**config.mk**
```make
export PLATFORM = sky130hd
export DESIGN_NAME = mul4_rr_arbiter
export DESIGN_NICKNAME = d
export VERILOG_FILES = /design/src/rtl/mul4_arb_pkg.sv /design/src/rtl/multiplier_4bit.sv /design/src/rtl/mul4_rr_arbiter.sv
export SDC_FILE = /design/constraint.sdc
export NUM_CORES = 1
export LEC_CHECK = 0
export CELL_PAD_IN_SITES_DETAIL_PLACEMENT = 0
export CELL_PAD_IN_SITES_GLOBAL_PLACEMENT = 2
export CORE_MARGIN = 2
export CORE_UTILIZATION = 27
export DETAILED_ROUTE_END_ITERATION = 6
export PLACE_DENSITY = 0.88
export SLEW_MARGIN = 0
export SYNTH_ARGS = -nofsm -noshare
export SYNTH_HDL_FRONTEND = slang
export SYNTH_HIERARCHICAL = 1
export SYNTH_SLANG_ARGS = --single-unit
```
**constraint.sdc**
```tcl
create_clock -name clk -period 9.5 [get_ports clk]
set_input_delay 2.85 -clock clk [delete_from_list [all_inputs] [get_ports clk]]
set_output_delay 2.85 -clock clk [all_outputs]
set_load 0.05 [all_outputs]
```
**src/rtl/mul4_arb_pkg.sv**
```systemverilog
// Shared types and widths for the shared-multiplier round-robin arbiter.
package mul4_arb_pkg;

    // Output register occupancy: IDLE = empty, HOLD = product waiting downstream.
    typedef enum logic {
        IDLE = 1'b0,
        HOLD = 1'b1
    } state_t;

    localparam int OP_W   = 4;
    localparam int PROD_W = 8;

endpackage

```
**src/rtl/multiplier_4bit.sv**
```systemverilog
// Combinational unsigned 4x4 -> 8 multiplier shared by all requesters.
module multiplier_4bit
    import mul4_arb_pkg::*;
(
    input  logic [OP_W-1:0]   a,
    input  logic [OP_W-1:0]   b,
    output logic [PROD_W-1:0] p
);

    // Zero-extend both operands so the full 8-bit product is kept.
    assign p = {{(PROD_W-OP_W){1'b0}}, a} * {{(PROD_W-OP_W){1'b0}}, b};

endmodule

```
**src/rtl/mul4_rr_arbiter.sv**
```systemverilog
// Round-robin arbiter sharing one 4x4 multiplier among NREQ requesters.
// The granted request is multiplied combinationally and the product is
// registered with the requester ID on a single valid/ready response channel.
module mul4_rr_arbiter
    import mul4_arb_pkg::*;
#(
    parameter  int NREQ = 4,
    localparam int IDW  = $clog2(NREQ)
) (
    input  logic                 clk,
    input  logic                 rst,
    input  logic [NREQ-1:0]      req_valid,
    input  logic [OP_W*NREQ-1:0] req_a,
    input  logic [OP_W*NREQ-1:0] req_b,
    output logic [NREQ-1:0]      req_ready,
    output logic                 rsp_valid,
    input  logic                 rsp_ready,
    output logic [PROD_W-1:0]    rsp_prod,
    output logic [IDW-1:0]       rsp_id,
    output logic [15:0]          ops_done
);

    state_t            state;
    state_t            state_next;
    logic [IDW-1:0]    rr_ptr;
    logic [IDW-1:0]    grant_idx;
    logic [IDW-1:0]    scan_idx;
    logic [IDW:0]      scan_sum;
    logic              any_valid;
    logic [NREQ-1:0]   grant_oh;
    logic              can_accept;
    logic              accept;
    logic              consume;
    logic [OP_W-1:0]   a_sel;
    logic [OP_W-1:0]   b_sel;
    logic [PROD_W-1:0] prod;
    logic [IDW-1:0]    ptr_next;

    // A new request can be taken when the output register is empty or is being drained this cycle.
    assign can_accept = (state == IDLE) || (state == HOLD && rsp_ready);
    assign accept     = can_accept && any_valid;
    assign consume    = (state == HOLD) && rsp_ready;
    assign rsp_valid  = (state == HOLD);

    // Scan from rr_ptr upward (mod NREQ); walking k downward lets the smallest k win.
    always_comb begin
        grant_idx = '0;
        any_valid = 1'b0;
        scan_sum  = '0;
        scan_idx  = '0;
        for (int k = NREQ - 1; k >= 0; k--) begin
            scan_sum = {1'b0, rr_ptr} + (IDW+1)'(k);
            if (scan_sum >= (IDW+1)'(NREQ)) begin
                scan_sum = scan_sum - (IDW+1)'(NREQ);
            end
            scan_idx = scan_sum[IDW-1:0];
            if (req_valid[scan_idx]) begin
                grant_idx = scan_idx;
                any_valid = 1'b1;
            end
        end
    end

    // One-hot accept, suppressed during reset and while the held result is blocked.
    always_comb begin
        grant_oh = '0;
        grant_oh[grant_idx] = 1'b1;
        req_ready = (accept && !rst) ? grant_oh : '0;
    end

    // Route the granted requester's operands to the shared multiplier.
    always_comb begin
        a_sel = '0;
        b_sel = '0;
        for (int i = 0; i < NREQ; i++) begin
            if (IDW'(i) == grant_idx) begin
                a_sel = req_a[i*OP_W +: OP_W];
                b_sel = req_b[i*OP_W +: OP_W];
            end
        end
    end

    multiplier_4bit u_mul (
        .a (a_sel),
        .b (b_sel),
        .p (prod)
    );

    assign ptr_next = (grant_idx == IDW'(NREQ - 1)) ? '0 : grant_idx + 1'b1;

    // Next-state: an accept always (re)fills the register; otherwise a drain empties it.
    always_comb begin
        state_next = state;
        if (accept) begin
            state_next = HOLD;
        end else if (consume) begin
            state_next = IDLE;
        end
    end

    // State register.
    always_ff @(posedge clk) begin
        if (rst) begin
            state <= IDLE;
        end else begin
            state <= state_next;
        end
    end

    // Response register, rotation pointer and consumed-response counter.
    always_ff @(posedge clk) begin
        if (rst) begin
            rr_ptr   <= '0;
            rsp_prod <= '0;
            rsp_id   <= '0;
            ops_done <= '0;
        end else begin
            if (accept) begin
                rsp_prod <= prod;
                rsp_id   <= grant_idx;
                rr_ptr   <= ptr_next;
            end
            if (consume) begin
                ops_done <= ops_done + 16'd1;
            end
        end
    end

endmodule

```
==> out/results.ini, run 1 <==
[place]
gp_congestion=0.7579
place_inst=412
portBuffers=69
hpwl_mm=4.102

[clock_tree]
cts_buffers=5
clockRootBuffer=clkbuf_8
cts_tree=yes
clkSinkCount=29
htreeDepth=2
cts_resized=0
clockBufferDepth=2
clk_pin_slew_ps=60
cts_hold_buffers=0
insertion_delay_ps=280
post_cts_buffers=0

[timing]
fmax_ghz=0.1181
min_period_ps=8469
rsz0062_at_grt=no
fin_setup_tns_ps=0
slew_headroom_pct=41.82
worst_hold_slack_ps=451.5
slew_violations=0
finalHoldViolCount=0
tightest_slew_ps=869.5
clock_skew_ps=6.521
setup_viol=0
finalCritPeriodShare_pct=89.15

[logic_synthesis]
synth_warnings=6
synth_area_um2=2057
syn_nets=313
synth_ff_type=dfxtp_1
synth_seq_cells=29
post-synth-top-area-cell=dfxtp_1
synthCells=253
async_flop_share_pct=0
synth_top_area_share_pct=28.22
synth_area_leaders=dfxtp_1 (28%), ha_1 (10%), nand2_1 (6.9%)
synth_cell_type_count=43
synth_edf_count=0
ys_seq_area_share_pct=28.22
avgSynthCellArea_um2=8.130

[pwr]
power.internal_uw=283.1
pwr-share-comb_pct=47.7
p_sw_share_pct=39.25
power.switching_uw=182.9
peakVddDrop_mv=0.06217
power.leakage_nw=1.141
p_clk_share_pct=21.8
p_seq_share_pct=30.5
power_density_nw_per_um2=159.2

[finish]
nNetsFinal=380
mostFrequentLayoutCells=clkdlybuf4s50_1 (69), nand2_1 (38), dfxtp_1 (29)
final_util_pct=39.92
final_cells=419
post_route_cells_drive_above_1_share_pct=4.688
area_growth_pct=42.28
fillers=756
final_common_cell=clkdlybuf4s50_1
antenna_cells=0

[routing]
drt-initial-drc-count=52
final_antenna_net_count=0
vias_per_cell=4.635
post_drt_wl_per_cell_um=12.52
first_pass_iters=4
drc=0
wl_mm=5.245
num_vias=1942

[global_route]
track_usage_pct=13.34
grt_antenna_before_repair=0
grt_pass1_vias=1943
overflow=0
grt_pass1_wl_mm=9.142
grt_max_degree=35

[floorplan]
top_level_ports=70
die_area_um2=8333
row_count=31
initial_core_util_pct=28.06
core_um2=7331
die-height_um=91.29
die-width_um=91.29

[setup_path]
cp-end-kind=output pin
path_max_fanout=17
timing.rr.start=rr_ptr[1]
required_ps=6650
arrival_ps=5620
startpoint=req_valid[0]
path_class=in2out
cp-start-kind=input port

[hold_path]
min_from=rsp_prod[3]
min_path_type=reg2reg

[status]
status=completed

[flow_run]
cap_viol_max_count=0

-- power by group through the flow --
| stage | clock (mW) | sequential (mW) | combinational (mW) |
|---|---|---|---|
| after floorplan | 0 | 0.179 | 0.120 |
| after global placement | 0 | 0.145 | 0.222 |
| after detailed placement | 0 | 0.145 | 0.223 |
| after CTS | 0.106 | 0.142 | 0.224 |
| after global routing | 0.112 | 0.144 | 0.246 |
| final | 0.102 | 0.142 | 0.222 |
-- worst paths after layout --
kind	slack, ps	depth (start not counted)	end
worst min register to register	450	2	rsp_prod[3]
worst max register to register	4450	17	rsp_prod[7]
worst min-delay path	450	2	rsp_prod[3]
worst max-delay path	1030	7	req_ready[3]
-- metrics by stage --
stage | power [mW] | area, um^2 | setup WS, ps
finish | 0.4659 | 2927 | 1031
global route | 0.5011 | 2927 | 844.8
CTS | 0.4724 | 2927 | 1054
detailed placement | 0.3677 | 2840 | 1056
global placement | 0.3665 | 2840 | 1024
floorplan | 0.2990 | 2057 | 2078
-- per-layer routing --
layer | global-route usage, % | wire length [um] | up-vias
li1 | - | - | 1010
met1 | 17.78 | 2532 | 889
met2 | 22.10 | 2486 | 34
met3 | 1.992 | 143 | 9
met4 | 4.293 | 83 | 0
met5 | 0 | 0 | -
-- registers in the layout, indices dropped and copies added (netlist names) --
| name | flops |
|---|---|
| ops_done | 16 |
| rsp_prod | 8 |
| rr_ptr | 2 |
| rsp_id | 2 |
| rsp_valid | 1 |
-- cell type report --
class                   instances  area [um^2]  area share [%]
multi-input cells             204         1400           47.84
well taps                      99        123.9           4.233
flip-flops and latches         29        580.6           19.84
repair buffers                 70        698.2           23.86
clock buffers                   7        86.33           2.950
inverters                      10        37.54           1.283
-- cells by family after synthesis --
| family | Yosys count | synth area share (%) |
|---|---|---|
| AO/OA/AOI/OAI | 47 | 14.84 |
| XOR/XNOR | 13 | 5.535 |
| adder cells (fa/ha/maj) | 21 | 14.23 |
| buffers and inverters | 20 | 3.710 |
| flip-flops | 29 | 28.22 |
| multiplexers | 5 | 2.676 |
| AND/OR/NAND/NOR | 118 | 30.78 |
-- synthesized netlist by cell type (2+ instances only) --
| master | n |
|---|---|
| nor3b_1 | 4 |
| o31ai_1 | 7 |
| xor2_1 | 5 |
| a21oi_1 | 19 |
| mux2_1 | 2 |
| o21ai_0 | 3 |
| inv_1 | 10 |
| dfxtp_1 | 29 |
| clkbuf_1 | 9 |
| nand2_1 | 38 |
| a211oi_1 | 2 |
| nor4_1 | 4 |
| ha_1 | 17 |
| nand3_1 | 6 |
| nand4_1 | 2 |
| a221oi_1 | 7 |
| nor2b_1 | 13 |
| nor3_1 | 4 |
| and2_1 | 17 |
| xnor2_1 | 8 |
| fa_1 | 4 |
| mux2_2 | 2 |
| nor2_1 | 20 |
| a21o_1 | 2 |
-- worst max-delay path, stage by stage --
cell and delay [ps]:
clkdlybuf4s50_1 470, mux2i_1 150, nor2_1 50, nor3_1 510, ha_1 580, and2_1 200, clkdlybuf4s50_1 800
Power figures use the tool's default switching activity.
==> run 2, diff against run 1 <==
--- a/config.mk
+++ b/config.mk
@@ -7,7 +7,7 @@
 export LEC_CHECK = 0
 export CELL_PAD_IN_SITES_DETAIL_PLACEMENT = 0
 export CELL_PAD_IN_SITES_GLOBAL_PLACEMENT = 2
-export CORE_MARGIN = 2
+export CORE_MARGIN = 8
 export CORE_UTILIZATION = 27
 export DETAILED_ROUTE_END_ITERATION = 6
 export PLACE_DENSITY = 0.88
==> run 2 against run 1 <==
  * Flip-flop and latch count unchanged
  * Non-clock buffer count unchanged
  * Clock skew decreased by 1.9 ps
  * Setup slack improved by 33 ps
  * Sequential power about the same
  * Highest routed layer unchanged
==> out/results.ini, run 2 (synthesis gave the netlist of run 1 again) <==
[floorplan]
initial_core_util_pct=27.18  ; -0.88 points
core_um2=7567  ; +3.2%
die-width_um=103.3  ; +13%
die_area_um2=10670  ; +28%
row_count=32  ; +3.2%
die-height_um=103.3  ; +13%
top_level_ports=70  ; unchanged

[routing]
post_drt_wl_per_cell_um=13.36  ; +6.7%
wl_met1_mm=2.487  ; -1.8%
drc=0  ; unchanged
num_vias=1957  ; +0.77%
vias_per_cell=4.626  ; -0.18%
drt-initial-drc-count=41  ; -21%
routed.top_layer=met4
final_antenna_net_count=0  ; unchanged
wl_mm=5.652  ; +7.8%
met2WireLength_mm=2.926  ; +18%
first_pass_iters=4  ; unchanged
met3RoutedLength_um=169  ; +18%

[timing]
min_period_ps=8437  ; -32.68 ps
slew_headroom_pct=43.82  ; +2.0 points
clock_skew_ps=4.666  ; -1.856 ps
layout_setup_ws_ps=1063  ; +32.68 ps
slew_violations=0  ; unchanged
fmax_ghz=0.1185  ; +0.39%
rsz0062_at_grt=no
tightest_slew_ps=839.7  ; -29.83 ps
setup_viol=0  ; unchanged
fin_setup_tns_ps=0  ; unchanged
finalHoldViolCount=0  ; unchanged
finalCritPeriodShare_pct=88.81  ; -0.34 points

[place]
place_area_um2=2844  ; +0.13%
gp_congestion=0.7530  ; -0.65%
portBuffers=69  ; unchanged
place_ws_ps=1027  ; -29.24 ps
hpwl_mm=4.577  ; +12%

[setup_path]
path_class=in2out
startpoint=req_valid[0]
cp-end-kind=output pin
slowest_stage=clkdlybuf4s50_1
timing.rr.start=rr_ptr[1]
path_max_fanout=17  ; unchanged
crit_chain=clkdlybuf4s50_1, mux2i_1, nor2_1, nor3_1, ha_1, and2_1, clkdlybuf4s50_1
required_ps=6650  ; about the same
arrival_ps=5590  ; -30 ps
cpMostUsedCell=clkdlybuf4s50_1
max_stage_delay_ps=800  ; about the same
cp-start-kind=input port

[finish]
regArea_um2=580.6  ; unchanged
mostFrequentLayoutCells=clkdlybuf4s50_1 (69), nand2_1 (38), dfxtp_1 (29)
fillers=797  ; +5.4%
nNetsFinal=380  ; unchanged
post_route_cells_drive_above_1_share_pct=4.361  ; -0.33 points
area_growth_pct=42.15  ; about the same
antenna_cells=0  ; unchanged
largest_reg_flops=16  ; unchanged
regMostFlops=ops_done
final_common_cell=clkdlybuf4s50_1
reg_top3=ops_done: 16 flops, rsp_prod: 8 flops
multi_input_area_um2=1400  ; unchanged
fin_area_um2=2924  ; about the same

[global_route]
overflow=0  ; unchanged
grt_pass1_wl_mm=9.004  ; -1.5%
grt_pass1_vias=1870  ; -3.8%
grt_antenna_before_repair=0  ; unchanged
grt_max_degree=34  ; -2.9%
track_usage_pct=10.63  ; -2.7 points

[clock_tree]
post_cts_buffers=0  ; unchanged
insertion_delay_ps=270  ; about the same
clockBufferDepth=2  ; unchanged
clk_pin_slew_ps=60  ; about the same
cts_tree=yes
clockRootBuffer=clkbuf_8
cts_resized=0  ; unchanged
clkSinkCount=29  ; unchanged
cts_hold_buffers=0  ; unchanged
htreeDepth=2  ; unchanged
cts_buffers=5  ; unchanged

[pwr]
peakVddDrop_mv=0.04730  ; -24%
power_density_nw_per_um2=156.1  ; -2.0%
power.switching_uw=179.5  ; -1.8%
power.internal_uw=276.9  ; -2.2%
pwr-share-comb_pct=48.3  ; +0.6 points
p_clk_share_pct=20.7  ; -1.1 points
p_seq_share_pct=31.0  ; +0.5 points
power.leakage_nw=1.137  ; -0.42%
p_sw_share_pct=39.34  ; +0.088 points

[status]
status=completed

[hold_path]
min_from=rsp_prod[6]
min_path_type=reg2reg

[flow_run]
cap_viol_max_count=0  ; unchanged

[run 2: cell types whose count changed in the layout (fill, tap and decap cells not counted), sizes merged]
cell,before,now
clkbuf,7,8
[run 2: critical path, delay by kind of cell]
kind / cells / cell delay (ps)
buffers and inverters: 2 / 1270
AND/OR/NAND/NOR: 3 / 720
multiplexers: 1 / 150
adder cells (fa/ha/maj): 1 / 580
[run 2: power groups by stage]
stage | sequential [mW] | combinational [mW] | clock, mW
2_1_floorplan | 0.179 | 0.120 | 0
3_3_place_gp | 0.144 | 0.223 | 0
3_5_place_dp | 0.145 | 0.223 | 0
4_1_cts | 0.142 | 0.224 | 0.0987
5_1_grt | 0.143 | 0.246 | 0.107
6_report | 0.142 | 0.220 | 0.0943
[run 2: metrics by stage]
stage | utilization (%) | instances | hold slack (ps) | total power [mW]
floorplan | - | 253 | 491.0 | 0.2990
global route | 38.64 | 423 | 470.0 | 0.4959
CTS | 38.64 | 423 | 454.1 | 0.4646
global placement | 37.58 | 415 | 441.8 | 0.3671
finish | 38.64 | 423 | 450.6 | 0.4564
detailed placement | 37.58 | 415 | 445.9 | 0.3671
[run 2: worst paths after layout]
| path | to | slack [ps] | cells past startpoint |
|---|---|---|---|
| setup / recovery | req_ready[3] | 1060 | 7 |
| hold reg to reg | rsp_prod[6] | 450 | 2 |
| setup reg to reg | rsp_prod[7] | 4500 | 17 |
| hold / removal | rsp_prod[6] | 450 | 2 |
[run 2: layout make-up]
cell class              instances  share of cell area, %
multi-input cells             204                  47.88
repair buffers                 70                  23.88
inverters                      10                  1.284
clock buffers                   8                  2.739
well taps                     102                  4.365
flip-flops and latches         29                  19.85
[run 2: per-layer routing]
layer	up-vias	global-route usage (%)
met1	912	12.58
met3	6	2.142
met5	-	0
met2	28	19.16
li1	1011	-
met4	0	2.447
